### src/rtl/fetch_unit.sv
// PC generator and instruction prefetch FIFO between instruction memory and decode.
// Redirects flush the FIFO and restart fetch at the word-aligned target.
module fetch_unit #(
  parameter logic [31:0] RESET_PC = 32'h0000_0000,
  parameter int unsigned DEPTH    = 4
) (
  input  logic        clk,
  input  logic        rst,
  output logic [31:0] o_imem_addr,
  input  logic [31:0] i_imem_data,
  input  logic        i_redirect_valid,
  input  logic [31:0] i_redirect_pc,
  output logic        o_inst_valid,
  output logic [31:0] o_inst,
  output logic [31:0] o_inst_pc,
  input  logic        i_inst_ready,
  output logic        o_misaligned
);

  localparam int unsigned AW = (DEPTH > 1) ? $clog2(DEPTH) : 1;
  localparam logic [AW:0] FULL_COUNT = (AW+1)'(DEPTH);

  logic [31:0]   fetch_pc;
  logic [AW-1:0] rd_ptr;
  logic [AW-1:0] wr_ptr;
  logic [AW:0]   count;
  logic [63:0]   mem [DEPTH];
  logic          misaligned;

  logic          not_empty;
  logic          deq;
  logic          enq;
  logic [63:0]   head;

  assign not_empty    = (count != '0);
  assign o_inst_valid = not_empty & ~i_redirect_valid;
  assign deq          = o_inst_valid & i_inst_ready;
  // A full FIFO may still accept a word when the head leaves in the same cycle.
  assign enq          = ~i_redirect_valid & ((count < FULL_COUNT) | deq);

  assign head         = mem[rd_ptr];
  assign o_inst       = not_empty ? head[31:0]  : '0;
  assign o_inst_pc    = not_empty ? head[63:32] : '0;
  assign o_imem_addr  = fetch_pc;
  assign o_misaligned = misaligned;

  always_ff @(posedge clk) begin
    if (rst) begin
      fetch_pc   <= RESET_PC;
      rd_ptr     <= '0;
      wr_ptr     <= '0;
      count      <= '0;
      misaligned <= 1'b0;
    end else if (i_redirect_valid) begin
      fetch_pc   <= {i_redirect_pc[31:2], 2'b00};
      rd_ptr     <= '0;
      wr_ptr     <= '0;
      count      <= '0;
      misaligned <= (i_redirect_pc[1:0] != 2'b00);
    end else begin
      misaligned <= 1'b0;
      if (enq) begin
        wr_ptr   <= wr_ptr + AW'(1);
        fetch_pc <= fetch_pc + 32'd4;
      end
      if (deq) begin
        rd_ptr <= rd_ptr + AW'(1);
      end
      case ({enq, deq})
        2'b10:   count <= count + (AW+1)'(1);
        2'b01:   count <= count - (AW+1)'(1);
        default: count <= count;
      endcase
    end
  end

  always_ff @(posedge clk) begin
    if (!rst && enq) begin
      mem[wr_ptr] <= {fetch_pc, i_imem_data};
    end
  end

endmodule
### config.mk
export PLATFORM = sky130hd
export DESIGN_NAME = fetch_unit
export DESIGN_NICKNAME = d
export VERILOG_FILES = /design/src/rtl/fetch_unit.sv
export SDC_FILE = /design/constraint.sdc
export NUM_CORES = 1
export LEC_CHECK = 0
export ABC_CLOCK_PERIOD_IN_PS = 4100
export BUFFER_PORTS_ARGS = -buffer_cell sky130_fd_sc_hd__buf_2
export CORE_MARGIN = 2
export CORE_UTILIZATION = 59
export CTS_BUF_LIST = sky130_fd_sc_hd__clkbuf_4
export DETAILED_ROUTE_END_ITERATION = 8
export GPL_ROUTABILITY_DRIVEN = 0
export PLACE_DENSITY = 0.82
export SYNTH_ARGS = -nofsm -noshare
export SYNTH_HDL_FRONTEND = slang
export SYNTH_SLANG_ARGS = --single-unit
### constraint.sdc
create_clock -name clk -period 4.1 [get_ports clk]
set_input_delay 0.82 -clock clk [delete_from_list [all_inputs] [get_ports clk]]
set_output_delay 0.82 -clock clk [all_outputs]
set_load 0.03 [all_outputs]
==> flow_summary.ini <==
[timing]
max_freq_mhz = 293
rsz0062_at_grt = false
slew_viol_final = 0
setup_slack_ns = 0.691
worstMarginPinSlew_ns = 1.23
timing.hold.ws_ns = 0.355
setup_viol = 0
period_needed_ns = 3.41
timing.final.crit_share = 0.832
skew_ns = 0.0387
hold_viol = 0
tns_ns = 0
slew_headroom = 0.177

[clock_network]
cts_buffer_depth = 3
cts_sinks = 288
clk_latency_ns = 0.66
clkTransAtPathRegs_ns = 0.07
cts_hold_buf = 0
cts_setup_buffers = 0
cts_tree = yes
cts_resized = 0
htree_levels = 3
cts-root-buf = clkbuf_4
cts_buffers = 72

[yosys]
synth_common_cells = edfxtp_1, nor2b_1, mux4_2
ys_seq_elements = 288
synth_top_family_by_area = multiplexers
ys_warn_count = 0
seq_area_frac_synth = 0.702
synth_cell_types = 56
ys_top_cells_by_area = edfxtp_1, mux4_2, dfxtp_1
synth_flop_cell = edfxtp_1
synthAdderAreaFrac = 0.00809
avgSynthCellArea_um2 = 17.0
netlist_area_um2 = 11800
yosysTopAreaCellShare = 0.634
yosysMostFrequentCell = edfxtp_1
synth_xor_area_frac = 0.00745
synthSimpleGateAreaFrac = 0.0913
synthCells = 691
muxShareOfSynthArea = 0.119
async_reset_ff_frac = 0
synth_top_area_cell = edfxtp_1
synth_compound_area_frac = 0.0495
synth-edff-count = 248

[drt]
drt_wl_total_mm = 25.2
dr.pass1.iters = 6
vias_per_cell = 6.06
vias = 7316
wl_per_cell_um = 20.9
drt_iter0_drc = 738
drc = 0
ant_nets = 0

[pwr]
p_sw_frac = 0.231
p_clk_frac = 0.392
power.leakage_uw = 0.00485
p_int_uw = 4780
seq_power_share = 0.538
power_frac_comb = 0.070
switchingPower_uw = 1430
powerDensity_nw_per_um2 = 452
vdd_ir_drop_max_v = 0.000291

[floorplan]
die_w_um = 145
dieArea_um2 = 21100
placeableCoreArea_um2 = 19500
initial_utilization = 0.602
die_y_um = 145
rows = 51
boundaryPins = 166

[critical_path]
critPathKind = register to primary output
cpLargestDelayFamily = flip-flops
cp.depth = 4
ff2ff_path_depth = 4
critical_path.endpoint_type = primary output
crit_buf_inv = 2
worstPathMaxFanout = 23
slowest_delay_ns = 0.65
worstPathRequired_ns = 3.28
regToRegStartpoint = count[2]$_SDFFE_PP0P_
startpoint_type = register
cp_cell_sequence = buf_4, mux4_2, nor2b_1, buf_2
crit_arrival_ns = 2.59
worst_path_max_delay_cell = dfxtp_4

[finish]
drive_gt1_frac = 0.390
antennaDiodeCount = 0
fin_area_um2 = 13700
fillers = 1347
final_util = 0.703
fin_nets = 964
area.growth.synth_to_final_pct = 16.8

[grt]
grt_pass1_wl_mm = 40.0
grt_usage = 0.242
grt_pass1_vias = 7596
antenna_found_initial = 0
grt_max_degree = 63
gr-total-overflow = 0

[place]
port_buffers = 161
dpl_cell_area_um2 = 12800
dp_hpwl_mm = 15.1
place_worst_setup_slack_ns = 0.858

[job]
cap_violations = 0

[worst_hold_path]
worstHoldStart = i_redirect_pc[0]
holdCritPathClass = input pin to register
min_path_cells = 2

[outcome]
outcome = complete, no violations
path summary, 6_finish.rpt:
path	endpoint	slack, ns
hold / removal	o_misaligned$_SDFF_PP0_	0.35
setup / recovery	o_inst[27]	0.69
setup reg to reg	o_imem_addr[16]$_SDFFE_PP0P_	1.43
hold reg to reg	register	0.51
metal layers:
metal	global-route usage	vias to the layer above	wire length, um	share of wire
met5	0	-	0	0
li1	-	3186	-	-
met2	0.391	480	12300	0.49
met3	0.0613	56	2690	0.11
met1	0.325	3594	9720	0.39
met4	0.0887	0	469	0.019
layout make-up:
cell class | instances | area (um^2) | area share
flip-flops and latches | 288 | 8260 | 0.601
multi-input cells | 345 | 3270 | 0.239
clock buffers | 119 | 893 | 0.0651
repair buffers | 166 | 856 | 0.0623
well taps | 265 | 332 | 0.0242
inverters | 16 | 60.1 | 0.00437
clock inverters | 8 | 57.6 | 0.00419
cells by family after synthesis:
logic type,Yosys count
adder cells (fa/ha/maj),7
XOR/XNOR,10
other,1
multiplexers,62
AND/OR/NAND/NOR,185
buffers and inverters,61
AO/OA/AOI/OAI,77
flip-flops,288
power groups by stage:
stage          clock, uW  combinational [uW]  sequential [uW]
3_5_place_dp           0                 434             3400
3_3_place_gp           0                 419             3390
2_1_floorplan          0                 242             3420
5_1_grt             2630                 464             3350
6_report            2430                 435             3340
4_1_cts             2490                 436             3340
registers in the layout, summed over array words and instances, names as in the netlist, named ones only:
register	cells
o_imem_addr	30
rd_ptr	2
o_misaligned	1
wr_ptr	2
count	3
mem	248
stage by stage:
step,instances,total power [uW]
2_1_floorplan,694,3660
3_3_place_gp,1080,3810
3_5_place_dp,1080,3840
4_1_cts,1207,6270
5_1_grt,1207,6440
6_report,1207,6210
cells in the final DEF (no fill, tap or decap), types with 9 or more instances in the layout:
master	n
clkbuf_4	119
inv_1	16
mux4_2	62
nand2_1	16
nand3_1	11
nor2b_1	67
o31ai_1	10
a311oi_1	9
buf_2	161
edfxtp_1	248
a211oi_1	14
nor2_1	33
dfxtp_1	38
worst reg2reg max path, stage by stage (launching register included):
cell and delay (ns):
dfxtp_1 0.67, inv_1 0.22, o21ai_1 1.00, o31ai_1 0.21, a311oi_1 0.42
No activity file was read; power rests on OpenSTA's default activity.
